$ cat config.mk
export PLATFORM = sky130hd
export DESIGN_NAME = imem_loader
export DESIGN_NICKNAME = d
export VERILOG_FILES = /design/src/rtl/imem_loader.sv
export SDC_FILE = /design/constraint.sdc
export NUM_CORES = 1
export LEC_CHECK = 0
export BUFFER_PORTS_ARGS = -buffer_cell sky130_fd_sc_hd__buf_2
export CORE_ASPECT_RATIO = 0.9
export CORE_MARGIN = 5
export CORE_UTILIZATION = 48
export DETAILED_ROUTE_END_ITERATION = 8
export PLACE_DENSITY = 0.69
export SYNTH_ARGS = -nofsm -noshare
export SYNTH_HDL_FRONTEND = slang
export SYNTH_SLANG_ARGS = --single-unit
$ cat constraint.sdc
create_clock -name clk -period 5.7 [get_ports clk]
set_input_delay 0.285 -clock clk [delete_from_list [all_inputs] [get_ports clk]]
set_output_delay 0.285 -clock clk [all_outputs]
set_load 0.1 [all_outputs]
$ cat src/rtl/imem_loader.sv
// imem_loader: receives a framed program image over a byte stream and writes it, one 32-bit
// word at a time, into an instruction memory. It holds the core in reset until the image has
// loaded.
//
// Frame: 0xA5 magic, 16-bit word count N (LSB first), N little-endian 32-bit words, and then an
// optional checksum byte (the XOR of the 4N payload bytes).
//
// Build option:
//   IMEM_LOADER_CSUM_EN  defined   -> the checksum byte is expected and checked in the CSUM state
//                        undefined -> there is no checksum byte; the last word goes straight to DONE
//
// Ports:
//   clk, rst_n     system clock; asynchronous active-low reset
//   rx_valid/data  upstream byte stream
//   rx_ready       byte accepted when rx_valid && rx_ready at a rising edge
//   imem_we        one-cycle write strobe; imem_addr is a word-aligned byte address; imem_wdata
//                  is the word to write
//   core_rst_n     active-low core reset; released only when the load completes
//   busy           a frame is in progress
//   done           sticky flag: the load succeeded
//   err            sticky flag: the frame was rejected
module imem_loader #(
    parameter logic [31:0] BASE_ADDR = 32'h0000_0000,
    parameter int unsigned MAX_WORDS = 256
) (
    input  logic        clk,
    input  logic        rst_n,
    input  logic        rx_valid,
    input  logic [7:0]  rx_data,
    output logic        rx_ready,
    output logic        imem_we,
    output logic [31:0] imem_addr,
    output logic [31:0] imem_wdata,
    output logic        core_rst_n,
    output logic        busy,
    output logic        done,
    output logic        err
);

    typedef enum logic [2:0] {
        StIdle,
        StLen0,
        StLen1,
        StData,
        StCsum,
        StDone,
        StErr
    } state_e;

    localparam logic [7:0] Magic = 8'hA5;

`ifdef IMEM_LOADER_CSUM_EN
    localparam state_e StAfterData = StCsum;
`else
    localparam state_e StAfterData = StDone;
`endif

    state_e      state_q, state_d;
    logic [15:0] cnt_q, cnt_d;        // word count N
    logic [15:0] widx_q, widx_d;      // index of the word being assembled
    logic [1:0]  bcnt_q, bcnt_d;      // byte position within the current word
    logic [23:0] asm_q, asm_d;        // bytes 0..2 of the current word
    logic [7:0]  len0_q, len0_d;
`ifdef IMEM_LOADER_CSUM_EN
    logic [7:0]  csum_q, csum_d;
`endif
    logic        we_q, we_d;
    logic [31:0] addr_q, addr_d;
    logic [31:0] wdata_q, wdata_d;
    logic        ready_q, ready_d;
    logic        busy_q, busy_d;
    logic        done_q, done_d;
    logic        err_q, err_d;
    logic        core_rst_n_q, core_rst_n_d;

    logic        accept;
    logic [15:0] word_count;

    assign accept     = rx_valid && ready_q;
    assign word_count = {rx_data, len0_q};

    always_comb begin
        state_d = state_q;
        cnt_d   = cnt_q;
        widx_d  = widx_q;
        bcnt_d  = bcnt_q;
        asm_d   = asm_q;
        len0_d  = len0_q;
`ifdef IMEM_LOADER_CSUM_EN
        csum_d  = csum_q;
`endif
        we_d    = 1'b0;
        addr_d  = addr_q;
        wdata_d = wdata_q;

        if (accept) begin
            case (state_q)
                StIdle: begin
                    if (rx_data == Magic) begin
                        state_d = StLen0;
                        widx_d  = 16'd0;
                        bcnt_d  = 2'd0;
                        asm_d   = 24'd0;
`ifdef IMEM_LOADER_CSUM_EN
                        csum_d  = 8'd0;
`endif
                    end
                end
                StLen0: begin
                    len0_d  = rx_data;
                    state_d = StLen1;
                end
                StLen1: begin
                    cnt_d = word_count;
                    if (32'(word_count) > MAX_WORDS) begin
                        state_d = StErr;
                    end else if (word_count == 16'd0) begin
                        state_d = StAfterData;
                    end else begin
                        state_d = StData;
                    end
                end
                StData: begin
`ifdef IMEM_LOADER_CSUM_EN
                    csum_d = csum_q ^ rx_data;
`endif
                    bcnt_d = bcnt_q + 2'd1;
                    case (bcnt_q)
                        2'd0: asm_d[7:0]   = rx_data;
                        2'd1: asm_d[15:8]  = rx_data;
                        2'd2: asm_d[23:16] = rx_data;
                        default: begin
                            // The fourth byte completes the word; the strobe goes out next cycle.
                            we_d    = 1'b1;
                            addr_d  = BASE_ADDR + {14'd0, widx_q, 2'b00};
                            wdata_d = {rx_data, asm_q};
                            widx_d  = widx_q + 16'd1;
                            if (widx_q == cnt_q - 16'd1) begin
                                state_d = StAfterData;
                            end
                        end
                    endcase
                end
`ifdef IMEM_LOADER_CSUM_EN
                StCsum: begin
                    state_d = (rx_data == csum_q) ? StDone : StErr;
                end
`endif
                default: ;
            endcase
        end

        // Status outputs are registered from the next state, so they line up with state_q.
        ready_d      = (state_d != StDone) && (state_d != StErr);
        busy_d       = (state_d != StIdle) && (state_d != StDone) && (state_d != StErr);
        done_d       = (state_d == StDone);
        err_d        = (state_d == StErr);
        core_rst_n_d = (state_d == StDone);
    end

    always_ff @(posedge clk or negedge rst_n) begin
        if (!rst_n) begin
            state_q      <= StIdle;
            cnt_q        <= 16'd0;
            widx_q       <= 16'd0;
            bcnt_q       <= 2'd0;
            asm_q        <= 24'd0;
            len0_q       <= 8'd0;
`ifdef IMEM_LOADER_CSUM_EN
            csum_q       <= 8'd0;
`endif
            we_q         <= 1'b0;
            addr_q       <= BASE_ADDR;
            wdata_q      <= 32'd0;
            ready_q      <= 1'b0;
            busy_q       <= 1'b0;
            done_q       <= 1'b0;
            err_q        <= 1'b0;
            core_rst_n_q <= 1'b0;
        end else begin
            state_q      <= state_d;
            cnt_q        <= cnt_d;
            widx_q       <= widx_d;
            bcnt_q       <= bcnt_d;
            asm_q        <= asm_d;
            len0_q       <= len0_d;
`ifdef IMEM_LOADER_CSUM_EN
            csum_q       <= csum_d;
`endif
            we_q         <= we_d;
            addr_q       <= addr_d;
            wdata_q      <= wdata_d;
            ready_q      <= ready_d;
            busy_q       <= busy_d;
            done_q       <= done_d;
            err_q        <= err_d;
            core_rst_n_q <= core_rst_n_d;
        end
    end

    assign rx_ready   = ready_q;
    assign imem_we    = we_q;
    assign imem_addr  = addr_q;
    assign imem_wdata = wdata_q;
    assign core_rst_n = core_rst_n_q;
    assign busy       = busy_q;
    assign done       = done_q;
    assign err        = err_q;

endmodule
Yosys cells after proc, flatten, opt, wreduce, memory -nomap -nowiden
Index checks and enable logic that the tools add are counted.
{"block": "classes", "n_addsub": 3, "order_cmp": 1, "n_eq_ne": 16, "muxes": 20, "bitwise": 1, "reduce_logical": 18}
{"cell": "24-bit one-hot mux with 2 select lines", "n": 1}
{"cell": "16-bit two-way mux", "n": 2}
{"cell": "16-bit one-hot mux with 2 select lines", "n": 1}
{"cell": "24-bit two-way mux", "n": 1}
{"cell": "8-bit two-way mux", "n": 3}
{"cell": "3-bit two-way mux", "n": 6}
{"cell": "16-bit by 1-bit adder with 16-bit output (second input constant)", "n": 1}
{"cell": "16-bit == test", "n": 1}
{"cell": "16-bit by 9-bit greater-than comparator with 1-bit output (second input constant)", "n": 1}
{"cell": "16-bit zero test", "n": 1}
{"cell": "4-bit AND reduction", "n": 4}
{"cell": "16-bit by 1-bit subtractor with 16-bit output (second input constant)", "n": 1}
{"cell": "3-bit one-hot mux with 4 select lines", "n": 1}
{"cell": "2-bit != test (second input constant)", "n": 5}
{"cell": "8-bit == test (second input constant)", "n": 1}
{"cell": "3-bit by 2-bit == test with 1-bit output (second input constant)", "n": 2}
{"cell": "3-bit == test (second input constant)", "n": 2}
{"cell": "3-bit != test (second input constant)", "n": 2}
{"cell": "3-bit AND reduction", "n": 2}
{"cell": "1-bit logical AND", "n": 4}
{"cell": "2-bit one-hot mux with 2 select lines", "n": 1}
{"cell": "2-bit AND reduction", "n": 2}
{"cell": "3-bit by 1-bit == test with 1-bit output (second input constant)", "n": 1}
{"cell": "3-bit zero test", "n": 1}
{"cell": "other kinds (10)", "n": 12}
{"block": "totals", "reg_bits": 122, "in_bits": 11, "output_inout_bits": 70, "wordCells": 74}

Logic depth before layout (Yosys ltp)
{"block": "depth", "word_depth": 9, "depth_mapped": 11, "depth_no_buf": 10}

Worst setup path before layout
OpenSTA, ideal clock, no wires.
{"block": "synth_timing", "path_kind": "reg-to-reg", "start": "reg cnt_q[0]", "end": "reg busy_q, in the netlist busy", "setup_ns": 0.126, "arrival_time_ns": 2.730, "required_time_ns": 5.574, "slack_ns": 2.845, "stages_incl_launch_ff": 12, "path_buffers": 1, "synth_period_minus_slack_ns": 2.855, "cell_sequence": "dfrtp_1 inv_1 ha_1 or4b_1 buf_2 or3_1 a32o_1 a31oi_1 and3b_1 a221o_2 nor3_4 a21oi_1"}
{"block": "synth_via", "elab_chain_cells": 9, "word_cells_on_any_way": 11, "classes_between": "1 x add/sub; 3 x eq/ne; 4 x mux; 3 x reduce/logical"}
{"element": "from (decl)", "line_no": "59", "rtl": "logic [15:0] cnt_q, cnt_d;"}
{"element": "from (signal assigned)", "line_no": "182", "rtl": "cnt_q <= cnt_d;"}
{"element": "16-bit by 1-bit subtractor with 16-bit output *", "line_no": "138", "rtl": "if (widx_q == cnt_q - 16'd1) begin"}
{"element": "16-bit == test *", "line_no": "138"}
{"element": "3-bit two-way mux *", "line_no": "138"}
{"element": "3-bit two-way mux *", "line_no": "128", "rtl": "case (bcnt_q)"}
{"element": "3-bit one-hot mux with 4 select lines *", "line_no": "97", "rtl": "case (state_q)"}
{"element": "3-bit two-way mux *", "line_no": "96", "rtl": "if (accept) begin"}
{"element": "3-bit != test or 3-bit nonzero test (tied branches)", "line_no": "155", "rtl": "busy_d = (state_d != StIdle) && (state_d != StDone) && (state_d != StErr);"}
{"element": "1-bit logical AND", "line_no": "155"}
{"element": "1-bit logical AND *", "line_no": "155"}
{"element": "via busy_d", "line_no": "71", "rtl": "logic busy_q, busy_d;"}
{"element": "to (signal assigned)", "line_no": "194", "rtl": "busy_q <= busy_d;"}
{"element": "to (decl)", "line_no": "71"}
Mark *: on every way through the listed nets, which the timed path passes. The rest lies on a longest branch.
A chain may end at the register's enable or synchronous reset.

Worst setup path after layout
Ends and elaborated chain as after synthesis.

==> impl_summary.txt <==
----------------------------------------------------
[Worst setup path]
  Crit Path Class ... reg2reg
  Crit-path max FO ... 7
  Kind of launch point of the worst setup path ... flip-flop
  Endpoint of the lowest-slack register-to-register path ... busy$_DFF_PN0_
  Worst endpoint data arrival time ... 3.38 ns
  Sort of element at the end of the critical path ... flip-flop
  Data required time at the worst endpoint ... 5.99 ns
  Worst Reg2Reg Path Length in Cells ... 10
  Reg2Reg Launch Point ... cnt_q[0]$_DFFE_PN0P_
  Internal reg-to-reg setup slack ... approximately 2.6 ns

[STA]
  Worst slew pin tran ... 1.11 ns
  Share of the clock period used by the worst path after layout ... ~54%
  Setup TNS ... 0 ns
  Number of max-slew violations in the final report ... 0
  Final setup vio count ... 0
  Achievable frequency ... between 300 and 400 MHz
  Worst slew margin relative to its limit ... ~26%
  Final hold viol count ... 0
  Fin Clk Skew ... 0.0139 ns
  Unrepaired setup endpoints after global routing ... no
  Minimum period implied by the final worst setup slack ... approximately 3.1 ns

[Yosys]
  Post-synthesis async set-or-reset flop share ... 100%
  Number of flops mapped to enable cells by yosys ... 0
  Post-synthesis instance area ... 5590 sq um
  Register bit count reported by yosys ... 122
  Largest family of logic cells by synthesized area ... simple AND/OR/NAND/NOR gates
  Post-synthesis xor/xnor area fraction ... about 4.9%
  Share of the synthesized area in compound gates (AO/OA/AOI/OAI) ... 7.60%
  Ys Warns ... 0
  Adder and majority cell fraction of the synthesized area ... 1.34%
  Mean Syn Cell Area ... around 9.7 sq um
  Number of instances in the synthesized netlist ... 578
  Proportion of synthesized area in mux cells ... 4.63%
  Post-Synth Simple-Gate Area ... 22.3%
  Post-synth top flop ... sky130_fd_sc_hd__dfrtp_1
  Seq/Total Area, Yosys ... 54.6%
  Yosys cell types ... 53

[GRT]
  Number of global-route vias before repair ... 4130
  Maximum number of pins on one net before global-route repair ... slightly above 80
  Global route overflow ... 0
  Wire length of the first global-routing pass ... ~21000 um
  Antenna violations before repair ... 0
  Global-route usage over all layers ... a little under a fifth

[Min path]
  Type of the tightest min-delay check ... in2reg
  Hold-critical path endpoint ... imem_wdata[28]$_DFFE_PN0P_
  Hold wc startpoint ... rx_data[4]
  Worst hold path stage count ... 3

[Detailed routing]
  Post-Route WL ... 12300 um
  Drt wl/cell ... between 15 and 20 um
  Overall via count from detail_route ... approximately 4200
  Detailed router's first-iteration violation count ... 371
  Antenna Nets Post-Route ... 0
  Vias per inst ... slightly above 5
  Remaining routing DRC violations ... 0
  Length of the first detailed-routing pass in iterations ... 4

[Floorplanning]
  Horizontal die dimension ... 124 um
  Standard-cell row count ... 37
  Starting density of the core ... 48.9%
  Die extent in y ... 112 um
  Core box area ... 11400 sq um
  Area enclosed by the die boundary ... between 10000 and 15000 sq um
  IO Count ... 81

[Finish]
  Combined area of the multi-input logic cells ... 2340 sq um
  Most common cell after layout, fill and taps aside ... sky130_fd_sc_hd__nand2_1
  Commonest cells after routing, fill and taps aside ... sky130_fd_sc_hd__nand2_1 (186), sky130_fd_sc_hd__dfrtp_1 (122), sky130_fd_sc_hd__buf_2 (63)
  Share of post-route cells with drive strength above 1 ... 20.3%
  Finished Core Util ... 57.2%
  Filler cells ... 1005
  Number of nets in the layout ... around 650
  Layout overhead on the synthesized area ... 16.9%
  Sequential cell area ... 3050 sq um
  Total inserted antenna cells ... 0

[Job]
  Max-cap check violation count ... 0

[Place]
  Placed wire-length estimate ... 8480 um
  Placer's final routability congestion estimate ... 0.822
  Total of buffers placed on input and output ports ... 64

[Power]
  Worst supply voltage drop on vdd ... 0.274 mV
  Leak pwr ... about 3.4 nW
  Pwr Density ... 385 nW/um^2

[CTS]
  Clock root buffer ... sky130_fd_sc_hd__clkbuf_16
  TritonCTS Sinks ... between 100 and 150
  Reg clk slew, reported paths ... 0.06 ns
  Clock Path Buffers ... 2
  Post-cts resize count ... 0
  Depth of the CTS H-tree ... 4
  Buffer count from post-CTS setup fixing ... 0
  Number of hold buffers added after CTS ... 1
  Clock buffer count from CTS ... 17
  Clock tree from TritonCTS ... done
  Clock Latency Late Sink ... 0.42 ns

[Status]
  Run status ... complete, no violations

----------------------------------------------------
metrics by stage:
stage | instances | worst slack [ns] | total power, W | hold slack [ns] | cell area [sq um]
final | 806 | 2.61 | 0.00251 | 0.169 | 6540
after global routing | 806 | 2.43 | 0.00263 | 0.160 | 6540
after CTS | 806 | 2.63 | 0.00253 | 0.150 | 6540
after detailed placement | 773 | 2.64 | 0.00151 | 0.310 | 5970
after global placement | 773 | 2.74 | 0.00149 | 0.306 | 5970
after floorplan | 593 | 2.84 | 0.00141 | -0.0106 | 5650
per-layer routing:
layer | global-route usage (%) | up-vias | wire length [um]
met5 | 0 | - | 0
met4 | 5.24 | 0 | 119
met3 | 5.24 | 10 | 748
met2 | 27.4 | 117 | 5350
met1 | 28.8 | 1996 | 6100
li1 | - | 2036 | -
cells by family after synthesis:
logic type | Yosys count
buf+inv | 52
mux | 23
simple gates | 277
compound gates | 66
flops | 122
fa+ha+maj | 6
other cells | 1
xor+xnor | 31
layout make-up:
class | count | share of cell area (%)
Sequential cell | 122 | 46.7
Multi-Input combinational cell | 419 | 35.8
Clock buffer | 17 | 6.50
Timing Repair Buffer | 68 | 5.43
Tap cell | 156 | 2.98
Clock inverter | 15 | 2.09
Inverter | 9 | 0.517
critical path, cell delays in order (launching register included):
cell and delay (ns):
sky130_fd_sc_hd__dfrtp_1 0.41, sky130_fd_sc_hd__inv_1 0.09, sky130_fd_sc_hd__ha_1 0.21, sky130_fd_sc_hd__or4b_1 0.56, sky130_fd_sc_hd__or3_1 0.35, sky130_fd_sc_hd__a32o_1 0.25, sky130_fd_sc_hd__a31oi_1 0.18, sky130_fd_sc_hd__and3b_1 0.20
sky130_fd_sc_hd__a221o_2 0.44, sky130_fd_sc_hd__nor3_4 0.22, sky130_fd_sc_hd__a21oi_1 0.06
cell usage after synthesis, types with 4 or more instances:
cell type                  count  area share, %
sky130_fd_sc_hd__buf_4        17            2.3
sky130_fd_sc_hd__nor2b_1       4           0.45
sky130_fd_sc_hd__ha_1          6            1.3
sky130_fd_sc_hd__nor3b_1       4           0.54
sky130_fd_sc_hd__xor2_1       18            2.8
sky130_fd_sc_hd__nand3_1       6           0.54
sky130_fd_sc_hd__clkbuf_1     23            1.5
sky130_fd_sc_hd__a21oi_1       5           0.45
sky130_fd_sc_hd__nor2_1       26            1.7
sky130_fd_sc_hd__nor4_1        4           0.45
sky130_fd_sc_hd__o21ai_0      31            2.8
sky130_fd_sc_hd__nor3_1        9           0.81
sky130_fd_sc_hd__or3_1         4           0.45
sky130_fd_sc_hd__mux2_2       23            4.6
sky130_fd_sc_hd__nand2_1     186             12
sky130_fd_sc_hd__o31ai_1      11            1.5
sky130_fd_sc_hd__inv_1         7           0.47
sky130_fd_sc_hd__xnor2_1      13            2.0
sky130_fd_sc_hd__dfrtp_1     122             55
sky130_fd_sc_hd__nand4_1       6           0.67
worst max path at each step:
stage | to | slack, ns | startpoint
after floorplan | busy$_DFF_PN0_ | 2.84 | cnt_q[0]$_DFFE_PN0P_
after global placement | busy$_DFF_PN0_ | 2.74 | cnt_q[0]$_DFFE_PN0P_
after detailed placement | busy$_DFF_PN0_ | 2.64 | cnt_q[0]$_DFFE_PN0P_
after CTS | busy$_DFF_PN0_ | 2.63 | cnt_q[0]$_DFFE_PN0P_
after global routing | imem_addr[8]$_DFFE_PN0P_ | 2.43 | state_q[2]$_DFF_PN0_
final | busy$_DFF_PN0_ | 2.61 | cnt_q[0]$_DFFE_PN0P_
state kept, by name (all words and copies together) (netlist names), 2 cells and up:
| name | count |
|---|---|
| bcnt_q | 2 |
| widx_q | 16 |
| imem_addr | 16 |
| state_q | 3 |
| asm_q | 24 |
| len0_q | 8 |
| cnt_q | 16 |
| imem_wdata | 32 |
where the power goes:
group	switching [W]	internal [W]
combinational	0.000332	0.000176
clock	0.000408	0.000605
sequential	0.0000699	0.000924
Note: power is estimated with default switching activity, not from simulation.
